## config.mk

```make
export PLATFORM = sky130hd
export DESIGN_NAME = risc16_fetch_flat
export DESIGN_NICKNAME = d
export VERILOG_FILES = /design/src/rtl/risc16_fetch_if.sv /design/src/rtl/risc16_fetch.sv /design/src/flat_wrapper.sv
export SDC_FILE = /design/constraint.sdc
export NUM_CORES = 1
export LEC_CHECK = 0
export CORE_MARGIN = 3
export CORE_UTILIZATION = 46
export DETAILED_ROUTE_END_ITERATION = 8
export GPL_TIMING_DRIVEN = 0
export HOLD_SLACK_MARGIN = 0.15
export PLACE_DENSITY = 0.93
export SLEW_MARGIN = 10
export SYNTH_ARGS = -nofsm -noshare
export SYNTH_HDL_FRONTEND = slang
export SYNTH_SLANG_ARGS = --single-unit
export TNS_END_PERCENT = 20
```

## constraint.sdc

```tcl
create_clock -name clk -period 7.8 [get_ports clk]
set_clock_uncertainty 0.1 [all_clocks]
set_input_delay 1.56 -clock clk [delete_from_list [all_inputs] [get_ports clk]]
set_output_delay 1.56 -clock clk [all_outputs]
set_load 0.1 [all_outputs]
```

## src/rtl/risc16_fetch_if.sv

```systemverilog
// Instruction-memory request/acknowledge bus between the RiSC-16 fetch stage
// and instruction memory.
interface risc16_fetch_if;
    logic        imem_req;
    logic [15:0] imem_addr;
    logic        imem_ack;
    logic [15:0] imem_rdata;

    modport master (
        output imem_req,
        output imem_addr,
        input  imem_ack,
        input  imem_rdata
    );

    modport slave (
        input  imem_req,
        input  imem_addr,
        output imem_ack,
        output imem_rdata
    );
endinterface

```

## src/rtl/risc16_fetch.sv

```systemverilog
// RiSC-16 instruction fetch stage: PC, instruction register, field decode,
// next-PC selection and retired-instruction counter.
module risc16_fetch #(
    parameter logic [15:0] RESET_PC = 16'h0000
) (
    input  logic                  clk,
    input  logic                  rst,
    risc16_fetch_if.master        imem,
    output logic [15:0]           instr,
    output logic [2:0]            op,
    output logic [2:0]            rA,
    output logic [2:0]            rB,
    output logic [2:0]            rC,
    output logic [15:0]           imm7,
    output logic [15:0]           imm10,
    output logic [15:0]           pc,
    output logic [15:0]           pc_plus1,
    output logic                  instr_valid,
    input  logic                  exec_ack,
    input  logic [1:0]            MUX_pc,
    input  logic [15:0]           jalr_tgt,
    output logic                  halted,
    output logic [15:0]           instret
);

    typedef enum logic [1:0] {
        FETCH = 2'd0,
        ISSUE = 2'd1,
        HALT  = 2'd2
    } state_t;

    state_t      state;
    state_t      state_nx;
    logic [15:0] pc_q;
    logic [15:0] pc_nx;
    logic [15:0] instr_q;
    logic [15:0] instret_q;
    logic        fetch_done;
    logic        retire;
    logic        is_halt;

    assign instr    = instr_q;
    assign op       = instr_q[15:13];
    assign rA       = instr_q[12:10];
    assign rB       = instr_q[9:7];
    assign rC       = instr_q[2:0];
    assign imm7     = {{9{instr_q[6]}}, instr_q[6:0]};
    assign imm10    = {instr_q[9:0], 6'b0};
    assign pc       = pc_q;
    assign pc_plus1 = pc_q + 16'd1;
    assign instret  = instret_q;

    assign imem.imem_addr = pc_q;

    assign fetch_done = (state == FETCH) && imem.imem_ack;
    assign retire     = (state == ISSUE) && exec_ack;
    // HALT shares op 111 with JALR; a nonzero low field marks HALT.
    assign is_halt    = (instr_q[15:13] == 3'b111) && (instr_q[6:0] != 7'd0);

    always_ff @(posedge clk) begin
        if (rst) begin
            state <= FETCH;
        end else begin
            state <= state_nx;
        end
    end

    always_comb begin
        state_nx = state;
        unique case (state)
            FETCH: if (imem.imem_ack) state_nx = ISSUE;
            ISSUE: if (exec_ack) state_nx = is_halt ? HALT : FETCH;
            HALT:  state_nx = HALT;
            default: state_nx = FETCH;
        endcase
    end

    always_comb begin
        imem.imem_req = 1'b0;
        instr_valid   = 1'b0;
        halted        = 1'b0;
        unique case (state)
            FETCH: imem.imem_req = !rst;
            ISSUE: instr_valid   = 1'b1;
            HALT:  halted        = 1'b1;
            default: ;
        endcase
    end

    // Reserved select 11 falls back to sequential flow.
    always_comb begin
        pc_nx = pc_plus1;
        unique case (1'b1)
            MUX_pc == 2'b01: pc_nx = pc_plus1 + imm7;
            MUX_pc == 2'b10: pc_nx = jalr_tgt;
            default: ;
        endcase
    end

    always_ff @(posedge clk) begin
        if (rst) begin
            pc_q      <= RESET_PC;
            instr_q   <= 16'h0000;
            instret_q <= 16'h0000;
        end else begin
            if (fetch_done) begin
                instr_q <= imem.imem_rdata;
            end
            if (retire) begin
                instret_q <= instret_q + 16'd1;
                if (!is_halt) begin
                    pc_q <= pc_nx;
                end
            end
        end
    end

endmodule

```

## src/flat_wrapper.sv

```systemverilog
// flat-port wrapper written by rule: the top's interface ports become plain ports
module risc16_fetch_flat 
#(
    parameter logic [15:0] RESET_PC = 16'h0000
)
  (clk, rst, instr, op, rA, rB, rC, imm7, imm10, pc, pc_plus1, instr_valid, exec_ack, MUX_pc, jalr_tgt, halted, instret, imem_imem_req, imem_imem_addr, imem_imem_ack, imem_imem_rdata);
  risc16_fetch_if imem_i ();
  input  logic clk;
  input  logic rst;
  output logic [15:0] instr;
  output logic [2:0] op;
  output logic [2:0] rA;
  output logic [2:0] rB;
  output logic [2:0] rC;
  output logic [15:0] imm7;
  output logic [15:0] imm10;
  output logic [15:0] pc;
  output logic [15:0] pc_plus1;
  output logic instr_valid;
  input  logic exec_ack;
  input  logic [1:0] MUX_pc;
  input  logic [15:0] jalr_tgt;
  output logic halted;
  output logic [15:0] instret;
  output wire logic [$bits(imem_i.imem_req)-1:0] imem_imem_req;
  output wire logic [$bits(imem_i.imem_addr)-1:0] imem_imem_addr;
  input wire logic [$bits(imem_i.imem_ack)-1:0] imem_imem_ack;
  input wire logic [$bits(imem_i.imem_rdata)-1:0] imem_imem_rdata;
  assign imem_imem_req = imem_i.imem_req;
  assign imem_imem_addr = imem_i.imem_addr;
  assign imem_i.imem_ack = imem_imem_ack;
  assign imem_i.imem_rdata = imem_imem_rdata;
  risc16_fetch #(.RESET_PC(RESET_PC)) u_core (.clk(clk), .rst(rst), .imem(imem_i), .instr(instr), .op(op), .rA(rA), .rB(rB), .rC(rC), .imm7(imm7), .imm10(imm10), .pc(pc), .pc_plus1(pc_plus1), .instr_valid(instr_valid), .exec_ack(exec_ack), .MUX_pc(MUX_pc), .jalr_tgt(jalr_tgt), .halted(halted), .instret(instret));
endmodule
```

# Word-level counts from Yosys, hierarchy flattened
# Cells that the tools add are included.
# op_classes
add_sub_neg,3
n_eq_ne,7
n_mux,8
n_bitwise,1
n_reduce_logical,8
# op_table
cell,n
"16-bit by 1-bit adder with 16-bit output, second input constant",2
16-bit case mux with 2 select lines,1
16-bit adder,1
7-bit nonzero test,1
2-bit two-way mux,3
2-bit case mux with 3 select lines,1
"2-bit by 1-bit equality test with 1-bit output, second input constant",2
"2-bit equality test, second input constant",2
"2-bit != test, second input constant",2
2-bit AND reduction,2
"3-bit equality test, second input constant",1
1-bit logical AND,3
1-bit two-way mux,3
2-bit logical NOT,1
1-bit logical NOT,1
1-bit NOT,1
# totals
register_bits,50
input_bits,38
out_inout_bits,127
elab_cells,31

# Longest topological paths before layout
# depth
ltp_word,5
ltp_mapped,15
ltp_nobuf,14

# Least setup slack after synthesis
# OpenSTA, ideal clock, no wires.
# synth_path
path_kind,input to output
startpoint,in rst
endpoint,out imem_imem_req
t_arrival_ns,3.986
t_required_ns,6.140
path_slack_ns,2.154
stages,3
path_buffers,2
cell_sequence,clkbuf_1 clkbuf_1 nor3_1
# synth_via
elab_chain_len,2
# synth_lines
element,line,rtl
start: declaration,flat_wrapper.sv:9,input logic rst;
1-bit logical NOT,risc16_fetch.sv:83,FETCH: imem.imem_req = !rst;
1-bit two-way mux,risc16_fetch.sv:82,unique case (state)
end: declaration,flat_wrapper.sv:25,output wire logic [$bits(imem_i.imem_req)-1:0] imem_imem_req;
# No other way between the ends.

# Final worst setup path
# Ends and elaborated chain as after synthesis.

==> flow_summary.yaml <==
floorplanning:
  io_pins: 165
  start_util_pct: 48.1
  core_area_um2: 7810
  die_y_um: 96.4
  die-area_um2: 9290
  chipWidth_um: 96.4
  rows: 32
global_route:
  grt_pass1_wl_mm: 18.9
  grt_start_max_net_pins: 26
  antenna_found_initial: 0
  overflow: 0
  grt_usage_pct: 25.9
  grt_pass1_vias: 3894
power:
  leakage_uw: 0.00232
  powerDensity_nw_per_um2: 152
  peakVddDrop_v: 0.000102
yosys:
  synth-seq-area-share_pct: 26.6
  yosysWarnings: 0
  yosysTopAreaCell: "dfxtp_1"
  synth_ff_type: "dfxtp_1"
  synth_cell_types: 47
  synth_edf_count: 0
  ys_top_cells_by_area: "dfxtp_1, buf_4, ha_1"
  synth-seq-cells: 50
  synth_top_area_share_pct: 26.6
  synth_cells: 496
  netlist_area_um2: 3760
  async_flop_share_pct: 0
  postSynthAreaPerCell_um2: 7.57
critical_path:
  worstSetupEndpointType: "primary output"
  timing.rr.start: "u_core.imem.imem_addr[0]$_SDFFE_PP0P_"
  cp.required_ps: 6140
  startpoint: "rst"
  crit_arrival_ps: 4070
  ff2ff_setup_slack_ps: 3900
  critical_path_peak_fanout: 10
  worstReg2RegEnd: "u_core.imem.imem_addr[15]$_SDFFE_PP0P_"
  critical_path_class: "input pin to primary output"
  endpoint: "imem_imem_req"
  cp-start-kind: "input pin"
  ff2ff_path_depth: 14
cells_and_area:
  final_cell_mix: "clkdlybuf4s50_1, nand2_1, buf_4"
  nNetsFinal: 726
  drive_gt1_share_pct: 10.9
  syn2layout_area_growth_pct: 49.1
  final_common_cell: "clkdlybuf4s50_1"
  n_fill_cell: 624
  diodes: 0
  finalNonFillerCells: 769
  fin_util_pct: 71.7
route:
  wl_mm: 12.2
  via_per_inst: 5.42
  ant_nets: 0
  wl_met2_mm: 5.94
  num_vias: 4171
  wl_met1_mm: 4.68
  highest-signal-layer: "met4"
  drt_iter0_drc: 336
  remaining_drc_errors: 0
  firstDrtPassIters: 5
  wl_per_cell_um: 15.8
  wl_met3_mm: 1.26
cts:
  cts_tree: "yes"
  ctsLongestPathBuffers: 2
  clock_sinks: 50
  ctsResizeCount: 0
  h-tree-depth: 2
  root_buffer: "clkbuf_8"
  cts_setup_buffers: 0
  clk_pin_slew_worst_paths_ps: 100
  cts_buffers: 5
  clkLatencyLatePin_ps: 310
  cts_hold_buf: 0
place:
  routabilityCongestion: 0.945
  post-dp-hpwl_mm: 9.67
  dp_cells: 761
  io_buffer_count: 158
worst_hold_path:
  hp-class: "flop to flop"
  hp-start: "u_core.instr[9]$_SDFFE_PP0P_"
sta:
  hold_viol: 0
  slew_violations: 0
  grt_setup_unrepaired: "no"
  max_slew_margin_pct: 31.9
  setup_violations: 0
  period_minus_slack_ps: 5730
  tns_ps: 0
  max_freq_ghz: 0.175
  tightestPinTransition_ps: 1020
  fin_crit_sh_pct: 73.4
outcome:
  status: "complete, no violations"
flow_run:
  cap_violations: 0
-- power by group --
part | switching [uW] | internal, uW | total [uW] | leakage, uW
clock | 98.9 | 97.9 | 197 | 0.0000563
sequential | 14.7 | 264 | 278 | 0.000406
combinational | 272 | 102 | 374 | 0.00186
total | 385 | 464 | 849 | 0.00232
-- registers in the layout, summed over array words and instances, names as in the netlist --
signal	cells
u_core.imem.imem_addr	16
u_core.instr	16
u_core.instret	16
u_core.state	2
-- logic make-up (layout without fill, tap and decap cells) --
| family | Yosys count | count (layout) | share of synthesized area, % |
|---|---|---|---|
| AND/OR/NAND/NOR | 164 | 164 | 20.1 |
| other | 1 | 6 | 0.0998 |
| adder cells (fa/ha/maj) | 22 | 22 | 7.53 |
| flip-flops | 50 | 50 | 26.6 |
| buffers and inverters | 95 | 261 | 15.7 |
| AO/OA/AOI/OAI | 126 | 126 | 21.1 |
| multiplexers | 1 | 1 | 0.266 |
| XOR/XNOR | 37 | 37 | 8.63 |
-- metrics by stage --
step                      power (uW)  worst slack [ps]  hold slack, ps  area [um2]
final                            849              2070             387        5600
after global routing             878              2000             425        5600
after CTS                        849              2080             392        5600
after detailed placement         657              2080             377        5480
after global placement           653              2090             365        5480
after floorplan                  565              2150             651        3770
-- worst min path at each step --
stage                                               end  slack [ps]  cells after the start
after CTS                  u_core.instr[9]$_SDFFE_PP0P_         390                      2
after detailed placement  u_core.instr[11]$_SDFFE_PP0P_         380                      2
after global routing      u_core.instr[10]$_SDFFE_PP0P_         420                      2
after global placement    u_core.instr[12]$_SDFFE_PP0P_         370                      2
after floorplan            u_core.instr[0]$_SDFFE_PP0P_         650                      4
final                      u_core.instr[9]$_SDFFE_PP0P_         390                      2
-- cell type report --
class	instances	area, um2	share of cell area [%]
Buffer	82	539	9.63
Clock buffer	5	68.8	1.23
Clock inverter	3	48.8	0.871
Inverter	13	48.8	0.871
Multi-Input combinational cell	356	2190	39.0
Sequential cell	50	1000	17.9
Tap cell	102	128	2.28
Timing Repair Buffer	158	1580	28.2
-- critical path, stage by stage --
cell and delay, ps:
clkdlybuf4s50_1 470, clkbuf_1 430, clkbuf_1 500, nor3_1 90
clkdlybuf4s50_1 1000
-- cell usage after synthesis, types with 2 or more instances --
cell type / n
xnor2_1: 21
buf_4: 61
and2_1: 2
a31oi_1: 7
o211a_1: 3
a21oi_1: 48
a211oi_1: 4
a21o_1: 6
o22ai_1: 2
nand4_1: 6
nand3_1: 15
ha_1: 21
and3_1: 10
nor2b_1: 4
a41oi_1: 2
clkbuf_1: 19
a311oi_1: 2
nand2_1: 65
a22oi_1: 6
o21a_1: 7
inv_1: 12
a221oi_1: 7
nor2_1: 39
dfxtp_1: 50
nor3_1: 10
or3_1: 5
o21ai_0: 23
buf_2: 2
nand2b_1: 4
xor2_1: 16
-- per-layer routing --
metal | up-vias | track usage (%)
li1 | 2002 | -
met1 | 1920 | 30.4
met4 | 0 | 7.59
met2 | 220 | 46.0
met5 | - | 0
met3 | 29 | 6.65
Note: power is estimated with default switching activity, not from simulation.
